$ cat config.mk
export PLATFORM = sky130hd
export DESIGN_NAME = pong_match_ctrl
export DESIGN_NICKNAME = d
export VERILOG_FILES = /design/src/rtl/pong_pkg.sv /design/src/rtl/bcd_countdown.sv /design/src/rtl/pong_match_ctrl.sv
export SDC_FILE = /design/constraint.sdc
export NUM_CORES = 1
export LEC_CHECK = 0
export CELL_PAD_IN_SITES_DETAIL_PLACEMENT = 0
export CELL_PAD_IN_SITES_GLOBAL_PLACEMENT = 1
export CORE_ASPECT_RATIO = 2
export CORE_MARGIN = 2
export CORE_UTILIZATION = 44
export DETAILED_ROUTE_END_ITERATION = 12
export PLACE_DENSITY = 0.76
export REMOVE_ABC_BUFFERS = 1
export SETUP_SLACK_MARGIN = 0.1
export SKIP_LAST_GASP = 1
export SYNTH_ARGS = -nofsm -noshare
export SYNTH_HDL_FRONTEND = slang
export SYNTH_SLANG_ARGS = --single-unit
$ cat constraint.sdc
create_clock -name clk -period 3.6 [get_ports clk]
set_input_delay 0.72 -clock clk [delete_from_list [all_inputs] [get_ports clk]]
set_output_delay 0.72 -clock clk [all_outputs]
set_load 0.03 [all_outputs]
$ cat src/rtl/pong_pkg.sv
// Shared types for the Pong match sequencer: state encodings, winner codes,
// BCD digit type and small scoring helpers.
package pong_pkg;

    typedef enum logic [2:0] {
        ST_IDLE  = 3'd0,
        ST_SERVE = 3'd1,
        ST_PLAY  = 3'd2,
        ST_POINT = 3'd3,
        ST_OVER  = 3'd4
    } state_e;

    localparam logic [1:0] WIN_NONE = 2'b00;
    localparam logic [1:0] WIN_P1   = 2'b01;
    localparam logic [1:0] WIN_P2   = 2'b10;
    localparam logic [1:0] WIN_DRAW = 2'b11;

    typedef logic [3:0] bcd_t;

    function automatic logic [3:0] sat_inc(input logic [3:0] s);
        return (s == 4'hF) ? s : s + 4'd1;
    endfunction

    // A score at the target wins outright; otherwise the higher score wins.
    function automatic logic [1:0] pick_winner(input logic [3:0] s1,
                                               input logic [3:0] s2,
                                               input logic [3:0] win);
        if (s1 == win)     return WIN_P1;
        else if (s2 == win) return WIN_P2;
        else if (s1 > s2)  return WIN_P1;
        else if (s2 > s1)  return WIN_P2;
        else               return WIN_DRAW;
    endfunction

endpackage

$ cat src/rtl/bcd_countdown.sv
// Two-digit BCD down-counter with load and decrement enable; holds at 00.
module bcd_countdown
    import pong_pkg::*;
#(
    parameter int INIT = 60
) (
    input  logic       clk,
    input  logic       rst,
    input  logic       load,
    input  logic       dec,
    output logic [3:0] tens,
    output logic [3:0] ones,
    output logic       zero
);

    localparam bcd_t INIT_TENS = 4'(INIT / 10);
    localparam bcd_t INIT_ONES = 4'(INIT % 10);

    bcd_t tens_q, tens_d;
    bcd_t ones_q, ones_d;

    assign zero = (tens_q == 4'd0) && (ones_q == 4'd0);
    assign tens = tens_q;
    assign ones = ones_q;

    always_comb begin
        tens_d = tens_q;
        ones_d = ones_q;
        if (load) begin
            tens_d = INIT_TENS;
            ones_d = INIT_ONES;
        end else if (dec && !zero) begin
            if (ones_q == 4'd0) begin
                ones_d = 4'd9;
                tens_d = tens_q - 4'd1;
            end else begin
                ones_d = ones_q - 4'd1;
            end
        end
    end

    always_ff @(posedge clk) begin
        if (rst) begin
            tens_q <= INIT_TENS;
            ones_q <= INIT_ONES;
        end else begin
            tens_q <= tens_d;
            ones_q <= ones_d;
        end
    end

endmodule

$ cat src/rtl/pong_match_ctrl.sv
// Pong match sequencer: gates the ball/paddle datapath, keeps score, runs
// the countdown match timer and decides the winner.
//
// state | meaning
// IDLE  | waiting for start, datapath held centred
// SERVE | centred pause of SERVE_FRAMES frames before a serve
// PLAY  | datapath stepping once per frame, match timer running
// POINT | pause of POINT_FRAMES frames after a miss
// OVER  | match finished, winner latched until the next start
module pong_match_ctrl
    import pong_pkg::*;
#(
    parameter int CLK_HZ        = 50_000_000,
    parameter int MATCH_SECONDS = 60,
    parameter int WIN_SCORE     = 7,
    parameter int SERVE_FRAMES  = 60,
    parameter int POINT_FRAMES  = 90
) (
    input  logic       clk,
    input  logic       rst,
    input  logic       frame_tick,
    input  logic       start,
    input  logic       miss1,
    input  logic       miss2,
    output logic       stop,
    output logic       step,
    output logic [3:0] score1,
    output logic [3:0] score2,
    output logic [3:0] sec1,
    output logic [3:0] sec0,
    output logic       game_over,
    output logic [1:0] winner,
    output logic [2:0] state
);

    localparam int              PW         = (CLK_HZ > 1) ? $clog2(CLK_HZ) : 1;
    localparam logic [PW-1:0]   PRESC_MAX  = PW'(CLK_HZ - 1);
    localparam logic [7:0]      SERVE_LAST = 8'(SERVE_FRAMES - 1);
    localparam logic [7:0]      POINT_LAST = 8'(POINT_FRAMES - 1);
    localparam logic [3:0]      WIN        = 4'(WIN_SCORE);

    state_e        state_q, state_d;
    logic          start_q;
    logic [PW-1:0] presc_q, presc_d;
    logic [7:0]    frame_q, frame_d;
    logic [3:0]    score1_q, score1_d;
    logic [3:0]    score2_q, score2_d;
    logic [1:0]    winner_q, winner_d;
    logic          stop_q, stop_d;
    logic          step_q, step_d;
    logic          game_over_q, game_over_d;

    logic          start_rise;
    logic          timer_load;
    logic          timer_dec;
    logic          timer_zero;
    logic          last_second;
    logic [3:0]    sec1_w, sec0_w;

    bcd_countdown #(
        .INIT (MATCH_SECONDS)
    ) u_timer (
        .clk  (clk),
        .rst  (rst),
        .load (timer_load),
        .dec  (timer_dec),
        .tens (sec1_w),
        .ones (sec0_w),
        .zero (timer_zero)
    );

    always_comb begin
        start_rise  = start & ~start_q;
        timer_dec   = (state_q == ST_PLAY) && (presc_q == PRESC_MAX) && !timer_zero;
        last_second = timer_dec && (sec1_w == 4'd0) && (sec0_w == 4'd1);
        timer_load  = (state_q == ST_OVER) && start_rise;

        state_d  = state_q;
        presc_d  = presc_q;
        frame_d  = frame_q;
        score1_d = score1_q;
        score2_d = score2_q;
        winner_d = winner_q;

        case (state_q)
            ST_IDLE: begin
                if (start_rise) state_d = ST_SERVE;
            end
            ST_SERVE: begin
                if (frame_tick) begin
                    if (frame_q == SERVE_LAST) state_d = ST_PLAY;
                    else                       frame_d = frame_q + 8'd1;
                end
            end
            ST_PLAY: begin
                presc_d = (presc_q == PRESC_MAX) ? '0 : presc_q + 1'b1;
                // A miss beats a simultaneous timeout; POINT then ends the match.
                if (miss1 | miss2) begin
                    state_d = ST_POINT;
                    if (miss1 && !miss2)      score2_d = sat_inc(score2_q);
                    else if (miss2 && !miss1) score1_d = sat_inc(score1_q);
                end else if (last_second || timer_zero) begin
                    state_d = ST_OVER;
                end
            end
            ST_POINT: begin
                if (frame_tick) begin
                    if (frame_q == POINT_LAST) begin
                        if (score1_q == WIN || score2_q == WIN || timer_zero)
                            state_d = ST_OVER;
                        else
                            state_d = ST_SERVE;
                    end else begin
                        frame_d = frame_q + 8'd1;
                    end
                end
            end
            ST_OVER: begin
                if (start_rise) begin
                    state_d  = ST_SERVE;
                    score1_d = 4'd0;
                    score2_d = 4'd0;
                    winner_d = WIN_NONE;
                    presc_d  = '0;
                end
            end
            default: state_d = ST_IDLE;
        endcase

        if (state_d != state_q) frame_d = 8'd0;
        if (state_d == ST_OVER && state_q != ST_OVER)
            winner_d = pick_winner(score1_d, score2_d, WIN);

        stop_d      = (state_d != ST_PLAY);
        step_d      = (state_q == ST_PLAY) && frame_tick;
        game_over_d = (state_d == ST_OVER);
    end

    always_ff @(posedge clk) begin
        if (rst) begin
            state_q     <= ST_IDLE;
            start_q     <= 1'b0;
            presc_q     <= '0;
            frame_q     <= 8'd0;
            score1_q    <= 4'd0;
            score2_q    <= 4'd0;
            winner_q    <= WIN_NONE;
            stop_q      <= 1'b1;
            step_q      <= 1'b0;
            game_over_q <= 1'b0;
        end else begin
            state_q     <= state_d;
            start_q     <= start;
            presc_q     <= presc_d;
            frame_q     <= frame_d;
            score1_q    <= score1_d;
            score2_q    <= score2_d;
            winner_q    <= winner_d;
            stop_q      <= stop_d;
            step_q      <= step_d;
            game_over_q <= game_over_d;
        end
    end

    assign stop      = stop_q;
    assign step      = step_q;
    assign score1    = score1_q;
    assign score2    = score2_q;
    assign sec1      = sec1_w;
    assign sec0      = sec0_w;
    assign game_over = game_over_q;
    assign winner    = winner_q;
    assign state     = state_q;

endmodule

After elaboration in Yosys (flattened, before gate mapping)
Index checks and enable logic that the tools add are counted.
Word-level totals
  bits in registers: 59
  bits in latches: 0
  bits in writable memories: 0
  memory bits (read-only): 0
  bits of input ports: 6
  output and inout port bits: 24
  word-level logic and storage cells: 113
  memories: 0
Cells by class
  add/sub/neg operators: 6
  $mul: 0
  div/mod/pow operators: 0
  $lt $le $gt $ge: 2
  equal/unequal tests: 23
  shifts and indexed selects: 0
  mux-type cells: 36
  bitwise logic cells: 3
  reduce and logical (&&, ||, !) cells: 31
Operators by type and width (number)
  26-bit two-way mux: 2
  26-bit case mux with 2 select lines: 1
  4-bit two-way mux: 10
  8-bit two-way mux: 4
  26-bit by 1-bit adder with 26-bit output (second input constant): 1
  26-bit == test (second input constant): 1
  3-bit two-way mux: 8
  4-bit by 3-bit == test with 1-bit output (second input constant): 4
  4-bit case mux with 2 select lines: 2
  8-bit case mux with 2 select lines: 1
  2-bit two-way mux: 6
  3-bit case mux with 4 select lines: 1
  1-bit logical AND: 11
  2-bit != test (second input constant): 5
  4-bit by 1-bit adder with 4-bit output (second input constant): 2
  8-bit by 1-bit adder with 8-bit output (second input constant): 1
  4-bit == test (second input constant): 2
  8-bit by 6-bit == test with 1-bit output (second input constant): 1
  8-bit by 7-bit == test with 1-bit output (second input constant): 1
  4-bit greater-than comparator: 2
  4-bit zero test: 2
  2-bit nonzero test: 4
  4-bit by 1-bit subtractor with 4-bit output (second input constant): 2
  3-bit by 2-bit == test with 1-bit output (second input constant): 2
  other kinds (16): 25

Depth between registers and ports, before layout
  word-level depth: 14
  gate-level depth with buffers: 13
  gate-level depth less buffers: 12

Cells and area by module
A second synthesis with hierarchy kept.
Second synthesis, totals
  cells, all modules: 391
  area total of the unflattened synthesis: 3353.2 sq um
By module, submodules not included
  pong_match_ctrl: instances 1, cells each 343, area each 2907.8 sq um, seq. area each 1021.0 sq um
  bcd_countdown: instances 1, cells each 48, area each 445.4 sq um, seq. area each 160.2 sq um

Worst setup path after synthesis
OpenSTA, ideal clock, no wires.
  path kind: input port to flip-flop
  start point: input start
  end point: register winner_q[1], in the netlist winner[1]
  setup time: 0.128 ns
  arrival: 2.718 ns
  required time: 3.472 ns
  setup slack: 0.755 ns
  cell stages on the path: 10
  path buffers: 0
  cells stage by stage: nand4bb_1 > a21o_1 > a211oi_1 > ha_1 > nor2b_1 > o21a_1 > o21ai_0 > nand2b_1 > o211ai_1 > o21ai_1
On the way
  longest elaborated chain between the ends: 8
  elaborated cells on any way between the ends: 19
  those cells by class: order compare: 1; eq/ne: 3; mux: 10; bitwise: 1; reduce/logical: 4
RTL lines
  start, declared: line pong_match_ctrl.sv:22  | input logic start,
  1-bit bitwise AND (*): line pong_match_ctrl.sv:73  | start_rise = start & ~start_q;
  4-bit two-way mux: line pong_match_ctrl.sv:119  | if (start_rise) begin
  4-bit case mux with 2 select lines: line pong_match_ctrl.sv:85  | case (state_q)
  4-bit greater-than comparator: line pong_pkg.sv:30  | else if (s1 > s2) return WIN_P1;
  2-bit two-way mux: line pong_pkg.sv:30
  2-bit two-way mux: line pong_pkg.sv:29  | else if (s2 == win) return WIN_P2;
  2-bit two-way mux: line pong_pkg.sv:28  | if (s1 == win) return WIN_P1;
  2-bit two-way mux: line pong_match_ctrl.sv:131  | if (state_d == ST_OVER && state_q != ST_OVER)
  end signal, assigned: line pong_match_ctrl.sv:158  | winner_q <= winner_d;
  end, declared: line pong_match_ctrl.sv:48  | logic [1:0] winner_q, winner_d;
Every way passes the cells marked *; elsewhere a longest branch is shown, timed or not.
A chain may end at the register's enable or synchronous reset.

Worst setup path in the final report
  start point: input miss1
  end point: register winner_q[1], in the netlist winner[1]
On the way
  longest elaborated chain between the ends: 11
  elaborated cells on any way between the ends: 25
  those cells by class: order compare: 1; eq/ne: 3; mux: 13; bitwise: 1; reduce/logical: 7
RTL lines
  start, declared: line pong_match_ctrl.sv:23  | input logic miss1,
  1-bit zero test: line pong_match_ctrl.sv:101  | else if (miss2 && !miss1) score1_d = sat_inc(score1_q);
  1-bit logical AND: line pong_match_ctrl.sv:101
  4-bit two-way mux: line pong_match_ctrl.sv:101
  4-bit two-way mux: line pong_match_ctrl.sv:100  | if (miss1 && !miss2) score2_d = sat_inc(score2_q);
  4-bit two-way mux: line pong_match_ctrl.sv:98  | if (miss1 | miss2) begin
  4-bit case mux with 2 select lines: line pong_match_ctrl.sv:85
  4-bit greater-than comparator: line pong_pkg.sv:30
  2-bit two-way mux: line pong_pkg.sv:30
  2-bit two-way mux: line pong_pkg.sv:29
  2-bit two-way mux: line pong_pkg.sv:28
  2-bit two-way mux: line pong_match_ctrl.sv:131
Parallel ways exist; a longest one is shown, timed or not.

==> results.py <==
metrics = {
    "layout": {
        "fillCellCount": 709,
        "nets": 433,
        "n_antenna_cell": 0,
        "layout-drive-gt1-share_pct": 9.48,
        "syn2layout_area_growth_pct": 22.6,
        "stdcell_count": 514,
    },
    "routing": {
        "avgRoutedWirePerCell_microns": 16.3,
        "antenna_left": 0,
        "routed_wl_microns": 8380,
        "drt-pass1-iter-count": 4,
        "num_vias": 2950,
        "via_per_inst": 5.74,
        "drt_iter0_markers": 117,
        "drc": 0,
    },
    "floorplan": {
        "io_pins": 30,
        "die_area_sq_um": 8110,
        "die_w_microns": 64.7,
        "core_sq_um": 7210,
        "initial_core_util_pct": 45.0,
        "rows": 44,
        "die_h_microns": 125,
    },
    "placement": {
        "gp_congestion": 0.880,
        "place_hpwl_microns": 6440,
        "dp_cells": 498,
        "pre_cts_ws_ns": 0.390,
        "io_buffer_count": 29,
    },
    "logic_synthesis": {
        "seq_area_frac_synth_pct": 36.4,
        "synthCells": 378,
        "synthArstFlopShare_pct": 0,
        "ys_seq_elements": 59,
        "synth.cell_area_sq_um": 3240,
        "synth_edf_count": 0,
        "synth_cell_types": 61,
        "synth_ff_type": "dfxtp_1",
        "synth_area_per_cell_sq_um": 8.58,
        "yosys_warnings": 0,
    },
    "pwr": {
        "ir_drop_mv": 0.298,
        "leakage_nw": 1.45,
        "p_per_area_nw_per_um2": 392,
    },
    "cts": {
        "cts_hold_buffers": 0,
        "cts_buffers": 9,
        "worstSkewPairLatency_ns": 0.33,
        "clk_pin_slew_worst_paths_ns": 0.05,
        "root_buffer": "clkbuf_16",
        "htree_levels": 3,
        "cts_setup_buffers": 0,
        "ctsResizeCount": 0,
        "cts_sinks": 59,
        "clockBufferDepth": 2,
        "cts_tree": "built",
    },
    "sta": {
        "clock_skew_ns": 0.00497,
        "worst_slack_ns": 0.710,
        "fmax_ghz": 0.346,
        "setup_viol": 0,
        "fin_setup_tns_ns": 0,
        "worstMarginPinSlew_ns": 0.646,
        "hold_viol": 0,
        "final.period_utilization_pct": 80.3,
        "maxSlewViolCount": 0,
        "max-slew-margin-rel_pct": 56.3,
        "min_period_ns": 2.89,
        "rsz0062_at_grt": "false",
        "holdWs_ns": 0.484,
    },
    "global_route": {
        "antenna_found_initial": 0,
        "grt_pass1_wl_microns": 13900,
        "grt_pass1_vias": 2903,
        "top_usage_layer": "met2",
        "overflow": 0,
        "use_met1_pct": 21.6,
        "grt.met2_usage_pct": 41.7,
        "track_usage_pct": 22.3,
        "grt_max_degree": 27,
        "grt_util_met3_pct": 5.67,
    },
    "worst_setup_path": {
        "crit_required_ns": 3.82,
        "path_max_fanout": 7,
        "r2r_slack_ns": 0.85,
        "critPathCaptureType": "register",
        "criticalPathCategory": "in2reg",
        "arrival_ns": 3.11,
        "worstSetupStartpointType": "primary input",
        "reg2reg_depth": 10,
    },
    "job": {
        "cap_violations": 0,
    },
    "hold_path": {
        "hold_depth": 2,
        "hold_class": "reg2reg",
    },
    "outcome": {
        "status": "complete, no violations",
    },
}
## critical path: stages
cell and delay (ns):
clkdlybuf4s50_1 0.52, nand2b_1 0.28, o211a_1 0.25, a211oi_1 0.27, ha_1 0.30, nor2b_1 0.14, o21a_1 0.16, o21ai_0 0.15
nand2b_1 0.09, o211ai_1 0.16, o21ai_1 0.07
## power by group
group | internal [mW] | switching (mW) | total [mW]
sequential | 0.656 | 0.00542 | 0.662
combinational | 0.0188 | 0.0323 | 0.0512
clock | 0.550 | 0.296 | 0.845
## state kept, by name (all words and copies together), names as in the netlist
| name | cells |
|---|---|
| start_q | 1 |
| game_over | 1 |
| presc_q | 26 |
| frame_q | 8 |
| u_timer.ones | 4 |
| score1 | 4 |
| state | 3 |
| score2 | 4 |
| u_timer.tens | 4 |
| stop | 1 |
| step | 1 |
| winner | 2 |
## cell families after synthesis
kind of cell / Yosys count / share of synthesized area [%]
and+or+nand+nor: 184 / 31.9
adders and majority gates: 10 / 3.86
AOI/OAI and AO/OA: 67 / 15.9
buffers and inverters: 26 / 3.32
xor gates and xnor gates: 32 / 8.64
DFF: 59 / 36.4
## through the flow
step           util [%]  total power [mW]  cell area [sq um]
3_5_place_dp       51.0             0.726               3680
5_1_grt            55.1              1.60               3980
4_1_cts            55.1              1.58               3980
2_1_floorplan         -             0.700               3180
3_3_place_gp       51.0             0.726               3680
6_report           55.1              1.56               3980
## Yosys cell counts, types with 2 or more instances
| cell type | count | area share, % |
|---|---|---|
| or4b_1 | 2 | 0.62 |
| and3b_1 | 2 | 0.54 |
| nand2_1 | 26 | 3.0 |
| or4_1 | 2 | 0.46 |
| nand3b_1 | 3 | 0.69 |
| nor3b_1 | 2 | 0.46 |
| nor2b_1 | 6 | 1.2 |
| nand2b_1 | 6 | 1.2 |
| nor2_1 | 50 | 5.8 |
| inv_1 | 13 | 1.5 |
| nand3_1 | 16 | 2.5 |
| o21ai_0 | 9 | 1.4 |
| and2_1 | 5 | 0.96 |
| nor3_1 | 13 | 2.0 |
| nand4b_1 | 2 | 0.54 |
| nor4bb_1 | 2 | 0.62 |
| a21o_1 | 3 | 0.69 |
| and3_1 | 8 | 1.5 |
| a21oi_1 | 17 | 2.6 |
| ha_1 | 10 | 3.9 |
| clkbuf_1 | 9 | 1.0 |
| o211a_1 | 3 | 0.93 |
| nor4b_1 | 7 | 1.9 |
| nand4bb_1 | 2 | 0.69 |
| a2bb2oi_1 | 2 | 0.54 |
| o21ai_1 | 2 | 0.31 |
| xnor2_1 | 14 | 3.8 |
| a211oi_1 | 7 | 1.6 |
| buf_2 | 2 | 0.31 |
| o21a_1 | 3 | 0.69 |
| nor4_1 | 8 | 1.5 |
| dfxtp_1 | 59 | 36 |
| and4_1 | 3 | 0.81 |
| nand4_1 | 10 | 1.9 |
| a31o_2 | 2 | 0.54 |
| a2111oi_4 | 2 | 1.7 |
| o211ai_1 | 5 | 1.2 |
| xor2_1 | 18 | 4.9 |
## metal layers
layer	vias to the layer above	part of all wire (%)
met3	21	3.1
met5	-	0
met4	0	3.2
met2	56	57
li1	1450	-
met1	1423	37
## worst paths after layout
check,from,end
max,miss1,winner[1]$_SDFFE_PP0P_
min,presc_q[1]$_SDFFE_PP0P_,presc_q[1]$_SDFFE_PP0P_
max reg2reg,state[0]$_SDFF_PP0_,winner[1]$_SDFFE_PP0P_
min reg2reg,presc_q[1]$_SDFFE_PP0P_,presc_q[1]$_SDFFE_PP0P_
## final cells by class
class | count | area, sq um | area share, %
clock inverter | 5 | 52.6 | 1.32
sequential | 59 | 1180 | 29.7
clock buffer | 11 | 243 | 6.11
inverter | 13 | 48.8 | 1.23
multi-input combinational | 293 | 1950 | 49.2
tap | 92 | 115 | 2.90
timing repair buffer | 41 | 380 | 9.57
## cells in the final DEF (no fill, tap or decap), types with 3 or more instances in the layout
cell type	instances
and2_1	5
nand2b_1	6
a21oi_1	17
dfxtp_1	59
nor2b_1	6
a21o_1	3
nand4_1	10
xor2_1	18
and4_1	3
nor4_1	8
o21a_1	3
nor4b_1	7
o211a_1	3
nand2_1	26
nand3_1	16
buf_4	12
o21ai_0	9
o211ai_1	5
clkbuf_16	9
xnor2_1	14
clkinv_2	3
clkdlybuf4s50_1	29
inv_1	13
and3_1	8
nor3_1	13
nand3b_1	3
a211oi_1	7
nor2_1	50
ha_1	10
(Power assumes the default switching activity.)
